## src/rtl/txn_guard.sv

```systemverilog
`default_nettype none
// +-----------------------------------------------------------------------------+
// | txn_guard: per-ID outstanding-transaction watchdog for one AXI req/rsp pair |
// | Revision: 1.0                                                               |
// +-----------------------------------------------------------------------------+
module txn_guard #(
   parameter int IdWidth       = 4,
   parameter int NumEntries    = 8,
   parameter int MaxTxnsPerId  = 8,
   parameter int CntWidth      = 16,
   parameter int PrescaleWidth = 4,
   parameter int ReadMode      = 0
) (
   input  logic                                          clk_i,
   input  logic                                          rst_i,
   input  logic                                          en_i,
   input  logic [CntWidth-1:0]                           budget_i,
   input  logic [PrescaleWidth-1:0]                      prescale_i,
   input  logic                                          req_valid_i,
   input  logic                                          req_ready_i,
   input  logic [IdWidth-1:0]                            req_id_i,
   input  logic                                          rsp_valid_i,
   input  logic                                          rsp_ready_i,
   input  logic [IdWidth-1:0]                            rsp_id_i,
   input  logic                                          rsp_last_i,
   input  logic                                          clear_i,
   output logic                                          stall_o,
   output logic                                          reset_req_o,
   output logic                                          irq_o,
   output logic [1:0]                                    err_cause_o,
   output logic [IdWidth-1:0]                            err_id_o,
   output logic [$clog2(NumEntries*MaxTxnsPerId+1)-1:0]  outstanding_o
);
   localparam int         c_out_w       = $clog2(NumEntries*MaxTxnsPerId+1);
   localparam int         c_cnt_w       = $clog2(MaxTxnsPerId+1);
   localparam int         c_idx_w       = $clog2(NumEntries);
   localparam logic [1:0] c_cause_to    = 2'b01;
   localparam logic [1:0] c_cause_unexp = 2'b10;
   localparam logic [1:0] c_cause_ovf   = 2'b11;

   logic [NumEntries-1:0]    r_valid;
   logic [IdWidth-1:0]       r_id     [NumEntries];
   logic [c_cnt_w-1:0]       r_count  [NumEntries];
   logic [CntWidth-1:0]      r_budget [NumEntries];
   logic [PrescaleWidth-1:0] r_presc;
   logic                     r_err;
   logic [1:0]               r_cause;
   logic [IdWidth-1:0]       r_err_id;
   logic [c_out_w-1:0]       r_out;

   logic [NumEntries-1:0] w_req_hit, w_rsp_hit, w_full, w_cpl, w_dec, w_to;
   logic                  w_req_acc, w_rsp_acc, w_tick, w_dec_en, w_any_free;
   logic                  w_req_any, w_req_full, w_ovf, w_unexp, w_req_ok, w_alloc_new;
   logic [c_idx_w-1:0]    w_free_idx, w_to_idx;

   assign w_req_acc = req_valid_i & req_ready_i & en_i & ~r_err;
   assign w_rsp_acc = rsp_valid_i & rsp_ready_i & en_i & ~r_err &
                      ((ReadMode != 0) ? rsp_last_i : 1'b1);
   assign w_tick    = (r_presc == prescale_i);
   assign w_dec_en  = w_tick & en_i & ~r_err & (budget_i != '0);

   for (genvar g = 0; g < NumEntries; g++) begin : g_match
      assign w_req_hit[g] = r_valid[g] && (r_id[g] == req_id_i);
      assign w_rsp_hit[g] = r_valid[g] && (r_id[g] == rsp_id_i);
      assign w_full[g]    = (r_count[g] == c_cnt_w'(MaxTxnsPerId));
      assign w_cpl[g]     = w_rsp_acc & w_rsp_hit[g];
      // a completing entry is reloaded instead of aged this cycle
      assign w_dec[g]     = w_dec_en & r_valid[g] & ~w_cpl[g];
      assign w_to[g]      = w_dec[g] & (r_budget[g] == CntWidth'(1));
   end

   assign w_req_any   = |w_req_hit;
   assign w_req_full  = |(w_req_hit & w_full);
   assign w_any_free  = ~&r_valid;
   assign stall_o     = w_req_full | (~w_req_any & ~w_any_free);
   assign w_ovf       = w_req_acc & stall_o;
   assign w_req_ok    = w_req_acc & ~stall_o;
   assign w_alloc_new = w_req_ok & ~w_req_any;
   assign w_unexp     = w_rsp_acc & ~|w_rsp_hit;

   always_comb begin
      w_free_idx = '0;
      w_to_idx   = '0;
      for (int i = NumEntries - 1; i >= 0; i--) begin
         if (!r_valid[i]) w_free_idx = c_idx_w'(i);
         if (w_to[i])     w_to_idx   = c_idx_w'(i);
      end
   end

   always_ff @(posedge clk_i or posedge rst_i) begin
      if (rst_i) begin
         r_valid <= '0;
         for (int i = 0; i < NumEntries; i++) begin
            r_id[i]     <= '0;
            r_count[i]  <= '0;
            r_budget[i] <= '0;
         end
      end else if (clear_i) begin
         r_valid <= '0;
      end else begin
         for (int i = 0; i < NumEntries; i++) begin
            if (w_alloc_new && (w_free_idx == c_idx_w'(i))) begin
               r_valid[i]  <= 1'b1;
               r_id[i]     <= req_id_i;
               r_count[i]  <= c_cnt_w'(1);
               r_budget[i] <= budget_i;
            end else if (w_cpl[i]) begin
               // same-ID request and completion cancel; entry survives even at count 1
               if (w_req_ok && w_req_hit[i]) begin
                  r_budget[i] <= budget_i;
               end else if (r_count[i] == c_cnt_w'(1)) begin
                  r_valid[i] <= 1'b0;
               end else begin
                  r_count[i]  <= r_count[i] - 1'b1;
                  r_budget[i] <= budget_i;
               end
            end else begin
               if (w_req_ok && w_req_hit[i]) r_count[i] <= r_count[i] + 1'b1;
               if (w_dec[i] && (r_budget[i] != '0)) r_budget[i] <= r_budget[i] - 1'b1;
            end
         end
      end
   end

   always_ff @(posedge clk_i or posedge rst_i) begin
      if (rst_i) begin
         r_presc  <= '0;
         r_err    <= 1'b0;
         r_cause  <= 2'b00;
         r_err_id <= '0;
         r_out    <= '0;
      end else if (clear_i) begin
         r_presc  <= '0;
         r_err    <= 1'b0;
         r_cause  <= 2'b00;
         r_err_id <= '0;
         r_out    <= '0;
      end else begin
         if (!r_err) begin
            r_presc <= w_tick ? '0 : r_presc + 1'b1;
            if (|w_to) begin
               r_err    <= 1'b1;
               r_cause  <= c_cause_to;
               r_err_id <= r_id[w_to_idx];
            end else if (w_ovf) begin
               r_err    <= 1'b1;
               r_cause  <= c_cause_ovf;
               r_err_id <= req_id_i;
            end else if (w_unexp) begin
               r_err    <= 1'b1;
               r_cause  <= c_cause_unexp;
               r_err_id <= rsp_id_i;
            end
         end
         r_out <= r_out + c_out_w'(w_req_ok) - c_out_w'(|w_cpl);
      end
   end

   assign reset_req_o   = r_err;
   assign irq_o         = r_err;
   assign err_cause_o   = r_cause;
   assign err_id_o      = r_err_id;
   assign outstanding_o = r_out;

endmodule
`default_nettype wire

```

## config.mk

```make
export PLATFORM = sky130hd
export DESIGN_NAME = txn_guard
export DESIGN_NICKNAME = d
export VERILOG_FILES = /design/src/rtl/txn_guard.sv
export SDC_FILE = /design/constraint.sdc
export NUM_CORES = 1
export LEC_CHECK = 0
export BUFFER_PORTS_ARGS = -buffer_cell sky130_fd_sc_hd__buf_2
export CAP_MARGIN = 20
export CORE_MARGIN = 10
export CORE_UTILIZATION = 40
export CTS_CLUSTER_DIAMETER = 150
export CTS_CLUSTER_SIZE = 12
export DETAILED_ROUTE_END_ITERATION = 10
export HOLD_SLACK_MARGIN = 0.03
export PLACE_DENSITY_LB_ADDON = 0.05
export SLEW_MARGIN = 20
export SYNTH_ARGS = -nofsm -noshare
export SYNTH_HDL_FRONTEND = slang
export SYNTH_SLANG_ARGS = --single-unit
```

## constraint.sdc

```tcl
create_clock -name clk_i -period 8.85 [get_ports clk_i]
set_clock_uncertainty 0.2 [all_clocks]
set_input_delay 0.885 -clock clk_i [delete_from_list [all_inputs] [get_ports clk_i]]
set_output_delay 0.885 -clock clk_i [all_outputs]
set_load 0.05 [all_outputs]
```

Word level (Yosys, flattened, before mapping). Index checks and enable logic that the tools add are counted.

Output and inout bits: 16. Word-level logic and storage cells: 481. Bits in registers: 218. Bits of input ports: 37.

Equal/unequal tests: 81. Bitwise gates (word level): 61. Reductions and logical operators: 123. $lt $le $gt $ge: 1. $add $sub $neg: 27. Mux-type cells: 151.

Operators by type and width (number): 2-to-1 mux 16 bit (40); 2-to-1 mux 4 bit (50); nonzero test 16 bit (9); equality test 16 x 1 -> 1 bit, second input constant (8); subtractor 16 x 1 -> 16 bit, second input constant (8); nonzero test 3 bit (32); != test 3 bit, second input constant (24); equality test 4 bit (17); 2-to-1 mux 3 bit (16); AND reduction 3 bit (16); AND 1 bit (46); logical AND 1 bit (40); OR reduction 8 bit (5); 2-to-1 mux 1 bit (37); adder 4 x 1 -> 4 bit, second input constant (9); equality test 4 x 1 -> 1 bit, second input constant (8); equality test 4 bit, second input constant (8); != test 4 bit, second input constant (8); AND reduction 4 bit (8); subtractor 4 x 1 -> 4 bit, second input constant (8); AND reduction 2 bit (9); binary-select mux 4 bit (select 3 bit) (1); equality test 3 bit, second input constant (4); inverter 1 bit (12); other kinds (16) (21).

Longest topological paths before layout. Gate-level depths: netlist (run 1).

Depth in word-level cells: 22. Depth in mapped cells: 22.

Worst setup path after synthesis (run 1). No wires, ideal clock.

Path kind: input -> register. Start: input port req_id_i[3]. End: register r_out[6] (netlist: outstanding_o[6]). Library setup time: 0.132 ns. Data arrival time: 4.008 ns. Setup slack: 4.510 ns. Stages on the path: 22. Cells stage by stage: buf_4 -> buf_2 -> xor2_1 -> nor3_2 -> nand3_1 -> and4_1 -> buf_6 -> nand4_1 -> clkbuf_1 -> nand3_1 -> ha_1 -> inv_1 -> ha_1 -> inv_1 -> fa_1 -> nor2b_1 -> o21ai_0 -> nand2b_1 -> a21o_1 -> a21oi_1 -> xnor2_1 -> nor2_1.

Cells in the longest elaborated chain, start to end: 11. Elaborated cells between the ends (all ways): 27. Classes of those cells: add/sub (2); eq/ne (8); mux (1); bitwise (6); reduce/logical (10).

RTL lines: start, declared (RTL line 21) `input logic [IdWidth-1:0] req_id_i,`; equality test 4 bit (RTL line 63) `assign w_req_hit[g] = r_valid[g] && (r_id[g] == req_id_i);`; logical AND 1 bit (RTL line 63); OR reduction 8 bit (RTL line 72) `assign w_req_any = |w_req_hit;`; inverter 1 bit (RTL line 75) `assign stall_o = w_req_full | (~w_req_any & ~w_any_free);`; AND 1 bit (RTL line 75); OR 1 bit * (RTL line 75); inverter 1 bit * (RTL line 77) `assign w_req_ok = w_req_acc & ~stall_o;`; AND 1 bit * (RTL line 77); adder 7 x 1 -> 7 bit * (RTL line 155) `r_out <= r_out + c_out_w'(w_req_ok) - c_out_w'(|w_cpl);`; subtractor 7 x 1 -> 7 bit * (RTL line 155); 2-to-1 mux 7 bit * (RTL line 132) `end else if (clear_i) begin`; end signal, assigned (RTL line 155); end, declared (RTL line 49) `logic [c_out_w-1:0] r_out;`.

Mark *: on every way between the ends. The rest lies on a longest branch, timed or not. A chain may end at the register's enable or synchronous reset.

Final worst setup path (run 1).
Start: register r_valid[0]. End: register r_out[6] (netlist: outstanding_o[6]).

Cells in the longest elaborated chain, start to end: 10. Elaborated cells between the ends (all ways): 16. Classes of those cells: add/sub (2); mux (1); bitwise (7); reduce/logical (6).

RTL lines: start, declared (RTL line 41) `logic [NumEntries-1:0] r_valid;`; start signal, assigned (RTL line 92) `r_valid <= '0;`; start signal, assigned (RTL line 99) `r_valid <= '0;`; start signal, assigned by index (RTL line 103) `r_valid[i] <= 1'b1;`; logical AND 1 bit (RTL line 63); OR reduction 8 bit (RTL line 72); inverter 1 bit (RTL line 75); AND 1 bit (RTL line 75); OR 1 bit (RTL line 75); inverter 1 bit (RTL line 77); AND 1 bit (RTL line 77); adder 7 x 1 -> 7 bit (RTL line 155); subtractor 7 x 1 -> 7 bit * (RTL line 155); 2-to-1 mux 7 bit * (RTL line 132).

Marked as above.

==> results of run 1 <==
## cells by family (layout without fill, tap and decap cells)
kind of cell / after synthesis / after routing / share of synthesized area
AO/OA/AOI/OAI: 560 / 560 / 0.220
XOR/XNOR: 74 / 74 / 0.0413
adder cells (fa/ha/maj): 59 / 59 / 0.0476
buffers and inverters: 193 / 175 / 0.0494
flip-flops: 218 / 218 / 0.348
multiplexers: 74 / 74 / 0.0504
AND/OR/NAND/NOR: 739 / 739 / 0.244
## registers in the layout, summed over array words and instances (netlist names)
signal,count
r_budget,128
r_count,32
r_id,32
r_valid,8
outstanding_o,7
err_id_o,4
r_presc,4
err_cause_o,2
irq_o,1
## cell usage in the layout, fill, tap and decap left out, types with 37 or more instances in the layout
| cell type | count |
|---|---|
| sky130_fd_sc_hd__mux2i_1 | 37 |
| sky130_fd_sc_hd__nor2_1 | 174 |
| sky130_fd_sc_hd__buf_2 | 51 |
| sky130_fd_sc_hd__xor2_1 | 51 |
| sky130_fd_sc_hd__nor4_1 | 40 |
| sky130_fd_sc_hd__nor3_1 | 89 |
| sky130_fd_sc_hd__a21oi_1 | 208 |
| sky130_fd_sc_hd__nand4_1 | 43 |
| sky130_fd_sc_hd__o21ai_0 | 125 |
| sky130_fd_sc_hd__nand2_1 | 145 |
| sky130_fd_sc_hd__ha_1 | 58 |
| sky130_fd_sc_hd__inv_1 | 78 |
| sky130_fd_sc_hd__nand3_1 | 70 |
| sky130_fd_sc_hd__dfrtp_1 | 218 |
## layer usage
layer / share of wire / GRT usage / vias to the layer above
met4: 0.016 / 0.0400 / 0
met5: 0 / 0 / -
met1: 0.46 / 0.287 / 7141
met2: 0.48 / 0.357 / 305
li1: - / - / 6967
met3: 0.042 / 0.0240 / 53
## per-stage QoR
step | cells | hold WS, ns | worst slack [ns] | total power, mW | util
2_1_floorplan | 1917 | 0.242 | 1.80 | 1.36 | -
3_3_place_gp | 2392 | 0.264 | 3.61 | 1.46 | 0.421
3_5_place_dp | 2392 | 0.273 | 3.56 | 1.47 | 0.421
4_1_cts | 2416 | 0.289 | 3.90 | 2.37 | 0.437
5_1_grt | 2417 | 0.321 | 3.36 | 2.45 | 0.437
6_report | 2417 | 0.272 | 3.83 | 2.33 | 0.437
## how the worst max path moves through the flow
stage / end / depth (start not counted)
finish: outstanding_o[6]$_DFF_PP0_ / 16
global route: outstanding_o[6]$_DFF_PP0_ / 16
CTS: outstanding_o[6]$_DFF_PP0_ / 16
detailed placement: outstanding_o[6]$_DFF_PP0_ / 19
global placement: outstanding_o[6]$_DFF_PP0_ / 19
floorplan: err_cause_o[0]$_DFFE_PP0P_ / 1
## worst max-delay path: cells and delay by family (launching register included)
family	cells	cell delay (ns)
buffers and inverters	3	0.40
AOI/OAI and AO/OA	3	0.32
adders and majority gates	3	0.80
DFF	1	0.67
and+or+nand+nor	6	2.30
xor gates and xnor gates	1	0.16
## cell type report
cell class / count / area (sq um)
fillers: 3884 / 21800
well taps: 518 / 648
multi-input cells: 1506 / 9520
flip-flops and latches: 218 / 5460
clock buffers: 23 / 576
clock inverters: 1 / 11.3
repair buffers: 71 / 425
inverters: 80 / 308
## report_power, final
group          switching [mW]  internal (mW)
clock                   0.423          0.459
sequential             0.0578           1.04
combinational           0.229          0.120
total                   0.710           1.62
==> impl.org, run 1 <==
** Status
- Outcome :: finished clean

** Timing
- Final setup violation count :: 0
- Final hold violation count :: 0
- Static timing analysis puts the maximum clock frequency at 199 MHz.
- Of the available clock period, the critical path in the final layout requires 0.567.
- Max transition margin :: 0.315
- Clock period minus worst slack :: between 5 and 6 ns
- For the final routed database, the setup TNS stands at 0 ns.
- The final number of max-transition violations was 0.
- Setup repair after global routing left no endpoint under its margin.
- For the pin with the worst max-slew slack, the measured transition is approximately 1 ns.

** Synth
- Number of distinct standard cells referenced by the synthesized netlist :: 84
- Yosys top cell by area :: sky130_fd_sc_hd__dfrtp_1
- During synthesis, Yosys emitted a total of 0 warnings.
- Synth top cells by count :: sky130_fd_sc_hd__dfrtp_1 (218), sky130_fd_sc_hd__a21oi_1 (209), sky130_fd_sc_hd__nor2_1 (174), sky130_fd_sc_hd__nand2_1 (146), sky130_fd_sc_hd__o21ai_0 (125)
- Synthesis produced a netlist with a net count of 2013.
- Total standard cell area after synthesis :: ~0.016 sq mm
- Post-synth top area share :: 0.348
- Share of synthesized registers carrying an async set or reset :: 1.00
- A synthesized cell averages 8.18 sq um.
- Biggest area contributors in the synthesized netlist :: sky130_fd_sc_hd__dfrtp_1 (35%), sky130_fd_sc_hd__a21oi_1 (6.7%), sky130_fd_sc_hd__ha_1 (4.6%), sky130_fd_sc_hd__nor2_1 (4.2%), sky130_fd_sc_hd__o21ai_0 (4.0%)
- Number of synthesized register bits :: 218
- Flip-flop cell with the highest count after synthesis :: sky130_fd_sc_hd__dfrtp_1
- Yosys mapped a number of flops with a built-in enable equal to 0.
- Yosys instantiated no cell more often than sky130_fd_sc_hd__dfrtp_1.
- In the synthesized netlist, the number of instances is 1917.
- Part of the Yosys area used for sequential elements :: 0.348

** Setup path
- Cell breakdown of the critical path :: inv_1 > nor4_1 > nand4_1 > nand3_1 > ha_1 > inv_1 > ha_1 > inv_1 > fa_1 > nor2b_1 > o21ai_0 > nand2b_1 > a21o_1 > a21oi_1 > xnor2_1 > nor2_1
- RR Startpoint :: r_valid[0]$_DFFE_PP0P_
- In this design, the stage delay of the slowest critical-path cell is 0.86 ns.
- The cell that appears most often on the critical path is sky130_fd_sc_hd__inv_1.
- The endpoint identified for the worst register-to-register timing path is outstanding_o[6]$_DFF_PP0_.
- Of all nets on the critical path, the largest fanout is 15.
- Start point of the critical path :: r_valid[0]$_DFFE_PP0P_
- Worst r2r path cells :: 16
- Kind of end point of the critical path :: register
- The worst setup path is launched from a register.
- Standard cell with the maximum stage delay on the critical path :: sky130_fd_sc_hd__nor4_1
- Classification of the worst setup path :: reg -> reg
- For the worst setup path, the data arrival time is 5.20 ns.
- Flop-to-flop setup slack :: 3.83 ns
- Data on the critical path is required at its endpoint by 9.04 ns.

** Floorplanning
- The core region is about 0.039 sq mm.
- Row generation in the floorplan step produced 72 rows.
- For this design the top-level I/O count stands at 53.
- Die Height :: approximately 220 um
- The floorplan step set the die width to 218 um.
- Initial Util :: 0.405
- Die footprint :: approximately 0.048 sq mm

** Placed design
- Port buffer count :: 51
- Half-perimeter wire length of the detailed placement result :: 35300 um
- Routability-driven placement finished with a final weighted congestion of around 0.86.
- DP Area :: roughly 0.016 sq mm

** Detailed routing
- In this run, the number of DRC markers left after iteration 0 of detailed routing was 1235.
- Using the TritonRoute via totals, the vias-per-cell ratio works out to 5.99.
- Total DRC errors in the routed layout :: 0
- The count of nets left with antenna violations once routing finished came out at 0.
- For this block, the routed nets add up to 51000 um of wire.
- Dividing the detail-routed wire length by the instance count gives about 21 um.
- Via Count :: roughly 14000
- For this run, the detailed router's first-pass iteration total came to 5.

** Cells and area
- Final design instance area without fill :: approximately 0.017 sq mm
- Area added between synthesis and finish :: 8.08%
- Final antenna diode count :: 0
- Of the cells placed in the final design, the portion with a size suffix greater than 1 is 0.0985.
- At the end of the flow, the number of nets in the layout was 1995.

** Hold path
- Path category of the worst min-delay check :: in -> async

** Clock tree
- Post-CTS sizing :: 0
- Once the clock tree was built, the setup fixing pass inserted 0 buffers.
- No sink is reached through more buffers than the 3 on the longest clock path.
- CTS H-Tree Depth :: 1
- Clock net sink count :: 218
- Root buffer cell :: sky130_fd_sc_hd__clkbuf_16
- CTS tree :: built
- Clock transition at the register clock pins on the worst setup and hold paths after CTS :: 0.08 ns
- The later pin in the worst-skew pair is clocked with a latency of 0.54 ns.
- Clock tree synthesis inserted a total of 22 buffers.
- For this design, the CTS-stage hold fixing added 0 buffers.

** Job
- Count of max-cap constraint violations :: 0

** Global routing
- Summed over all layers, the global routing overflow is 0.
- The first global-routing pass estimated 81000 um of wire.
- Entering global routing, the biggest net connects 119 pins.
- Number of global-route vias before repair :: between 10000 and 15000
- Total Routing Usage GR :: 0.212
- The number of antenna violations at the first check in global routing came to 1.

** Pwr
- Reported leakage power :: approximately 7.4 nW
- Across the VDD grid, the largest voltage drop is 0.113 mV.
- Power Density :: 138 mW/mm^2
Power figures use the tool's default switching activity.
==> run 2, diff against run 1 <==
- clock period: 8.85 -> 4.5 ns (I/O delays scaled with it)
==> run 2 against run 1 <==
Against the previous run:
- core utilization up 1.2 points
- count of clock-buffer cells in the layout unchanged
- die area unchanged
- sequential power up 96%
- worst setup slack worse by 3.4 ns
- register-to-register slack worse by 3.4 ns
- routed wire length up 1.4%
- sequential cell count unchanged
- fmax up 22%
- hold slack worse by 0.10 ns
- critical path depth up 1
- final cell count up 2.6%
- critical endpoint unchanged
- largest cell class unchanged
==> impl.org, run 2 (synthesis results as in run 1) <==
** Global routing
- Number of global-route vias before repair :: 13690 (was 13809)
- Maximum number of pins on one net before global-route repair :: 111 (was 119)
- The number of antenna violations at the first check in global routing was 1 (unchanged).
- The final global-route overflow total was 0 (unchanged).
- The global-route total usage across every layer was 0.214 (was 0.212).
- The global-route wire length before repair came to 81300 um (was 81000 um).

** Setup path
- Req. time, crit path :: 4.71 ns (was 9.04 ns)
- Classification of the worst setup path :: reg -> reg (unchanged)
- The family of cells with the greatest summed delay on the critical path is compound AO/OA/AOI/OAI gates (was simple AND/OR/NAND/NOR gates).
- The count of buffering cells on the critical path with inverters included came to 2 (was 3).
- Standard cell with the maximum stage delay on the critical path :: sky130_fd_sc_hd__a211oi_1 (was sky130_fd_sc_hd__nor4_1)
- Cell breakdown of the critical path: xor2_1 > nor4_1 > and2_1 > a211oi_1 > o21ai_0 > ha_1 > inv_1 > ha_1 > inv_1 > fa_1 > nor2b_1 > o21ai_0 > nand2b_1 > a21o_1 > a21oi_1 > xnor2_1 > nor2_1 (was inv_1 > nor4_1 > nand4_1 > nand3_1 > ha_1 > inv_1 > ha_1 > inv_1 > fa_1 > nor2b_1 > o21ai_0 > nand2b_1 > a21o_1 > a21oi_1 > xnor2_1 > nor2_1).
- Data arrival time of the critical path :: 4.31 ns (was 5.20 ns)
- Highest net fanout along the worst path :: 6 (was 15)
- The type of element launching the critical path is a register (unchanged).
- The critical path endpoint category is a register (unchanged).
- The longest individual stage delay on the worst path is 0.82 ns (was 0.86 ns).

** Cells and area
- The flip-flop count of the largest register after layout was 128 (unchanged).
- Final antenna diode count :: 0 (unchanged)
- The net count of the finished layout came to 2057 (was 1995).
- Area occupied by registers :: 0.00546 sq mm (unchanged)
- Core utilization of the finished layout :: 0.449 (was 0.437)
- Area added between synthesis and finish :: 11.1% (was 8.08%)
- The register with the most flip-flops is r_budget (unchanged).
- Fraction of final layout cells with drive strength greater than 1 :: 0.126 (was 0.0985)
- Most frequent cells in the layout: sky130_fd_sc_hd__dfrtp_1 (218), sky130_fd_sc_hd__a21oi_1 (208), sky130_fd_sc_hd__nor2_1 (174) (unchanged).
- The fill cell instance count of the final layout came to 3897 (was 3884).
- The area occupied by multi-input gates is 0.00952 sq mm (about the same).
- Registers with the most flip-flops :: r_budget (128), r_count (32), r_id (32) (unchanged)
- Most frequent standard cell in the layout excluding fill and tap cells :: sky130_fd_sc_hd__dfrtp_1 (unchanged)

** Detailed routing
- The mean routed wirelength per cell was 20.9 um (was 21.1 um).
- Via Count :: 14599 (was 14466)
- Total DRC errors in the routed layout :: 0 (unchanged)
- First-iteration detailed-routing DRC count :: 1179 (was 1235)
- Via density :: 5.89 (was 5.99)
- Post-detailed-route count of antenna-violating nets :: 0 (unchanged)
- DR pass1 iterations :: 7 (was 5)
- Wire length reported by the detailed router :: 51700 um (was 51000 um)

** Clock tree
- Clk_lat worst skew :: 0.54 ns (about the same)
- Clock net sink count :: 218 (unchanged)
- The number of buffers added by the clock tree synthesis step was 22 (unchanged).
- The cell at the root of the clock tree is sky130_fd_sc_hd__clkbuf_16 (unchanged).
- Clock transition at the register clock pins on the worst setup and hold paths after CTS :: 0.07 ns (was 0.08 ns)
- The post-CTS setup buffer count came to 0 (unchanged).
- CTS H-Tree Depth :: 1 (unchanged)
- Maximum number of buffers from clock root to sink :: 3 (unchanged)
- Post-CTS sizing :: 0 (unchanged)
- CTS Hold Buffers Added :: 1 (was 0)
- The clock tree from TritonCTS is built (unchanged).

** Timing
- Unrepaired setup endpoints after global routing :: false (unchanged)
- The relative max-transition margin was 0.340 (was 0.315).
- The worst hold margin came to 0.170 ns (was 0.272 ns).
- Final setup violation count :: 0 (unchanged)
- The post-route clock period utilization came to 0.913 (was 0.567).
- Max frequency :: 244 MHz (was 199 MHz)
- Final hold violation count :: 0 (unchanged)
- Clock period minus worst slack :: 4.11 ns (was 5.02 ns)
- Sum Neg Setup Slack :: 0 ns (unchanged)
- Number of pins exceeding their max-slew limit in the final report :: 0 (unchanged)
- The transition time of the tightest slew-check pin is 0.984 ns (was 1.03 ns).

** Floorplanning
- Std-Cell Rows :: 72 (unchanged)
- Core ar. :: 0.0387 sq mm (unchanged)
- Die Height :: 218 um (unchanged)
- Initial Util :: 0.405 (unchanged)
- Top-level port count :: 53 (unchanged)
- Die footprint :: 0.0475 sq mm (unchanged)
- Die width :: 218 um (unchanged)

** Pwr
- The maximum vdd drop came to 0.290 mV (was 0.113 mV).
- The power per cell area was 264 mW/mm^2 (was 138 mW/mm^2).
- The standby leakage power is 7.72 nW (was 7.43 nW).

** Placed design
- The number of buffers inserted by port buffering came to 51 (unchanged).
- Half-perimeter wire length of the detailed placement result :: 36800 um (was 35300 um)
- Global placement routability congestion :: 0.920 (was 0.863)

** Job
- The max capacitance violation total is 0 (unchanged).

** Status
- Outcome: finished clean (unchanged).

** Hold path
- The path class of the lowest-slack min-delay path is in -> reg (was in -> async).
## run 2: changes by cell type in the layout (fill, tap and decap cells not counted), sizes merged
| cell | previous run | this run |
|---|---|---|
| clkinvlp | 0 | 1 |
| buf | 71 | 132 |
| dlygate4sd3 | 0 | 1 |
| inv | 81 | 80 |
## run 2: final cells by class
class | instances | share of cell area
Clock buffer | 23 | 0.0331
Clock inverter | 1 | 0.000647
Inverter | 80 | 0.0175
Multi-Input combinational cell | 1506 | 0.547
Sequential cell | 218 | 0.313
Tap cell | 518 | 0.0372
Timing Repair Buffer | 133 | 0.0516
## run 2: power by group
part	internal [mW]	switching [mW]	leakage [nW]
logic	0.257	0.463	4.59
registers	2.05	0.106	2.84
clock network	0.902	0.827	0.289
total	3.21	1.40	7.72
## run 2: final timing paths
| kind | startpoint | endpoint | slack, ns | depth (start not counted) |
|---|---|---|---|---|
| setup reg to reg | r_id[0]$_DFFE_PP0P_ | outstanding_o[6]$_DFF_PP0_ | 0.39 | 17 |
| setup / recovery | r_id[0]$_DFFE_PP0P_ | outstanding_o[6]$_DFF_PP0_ | 0.39 | 17 |
| min in group asynchronous | rst_i | r_id[22]$_DFFE_PP0P_ | 0.42 | 4 |
| hold reg to reg | r_budget[126]$_DFFE_PP0P_ | r_budget[126]$_DFFE_PP0P_ | 0.29 | 2 |
| max in group asynchronous | rst_i | r_budget[11]$_DFFE_PP0P_ | 3.09 | 4 |
| hold / removal | req_id_i[0] | r_id[8]$_DFFE_PP0P_ | 0.17 | 2 |
## run 2: per-layer routing
layer / vias up / part of all wire / track usage
li1: 7102 / - / -
met1: 7066 / 0.46 / 0.292
met2: 347 / 0.46 / 0.344
met3: 82 / 0.048 / 0.0309
met4: 2 / 0.030 / 0.0660
met5: - / 0.00015 / 0
## run 2: stage by stage
step	cell area [sq um]	power [mW]	instances	setup slack, ns
CTS	17400	4.67	2479	0.466
finish	17400	4.61	2479	0.393
detailed placement	16800	2.91	2454	0.128
floorplan	15700	2.68	1917	0.595
global placement	16800	2.90	2454	0.167
global route	17400	4.82	2479	0.117
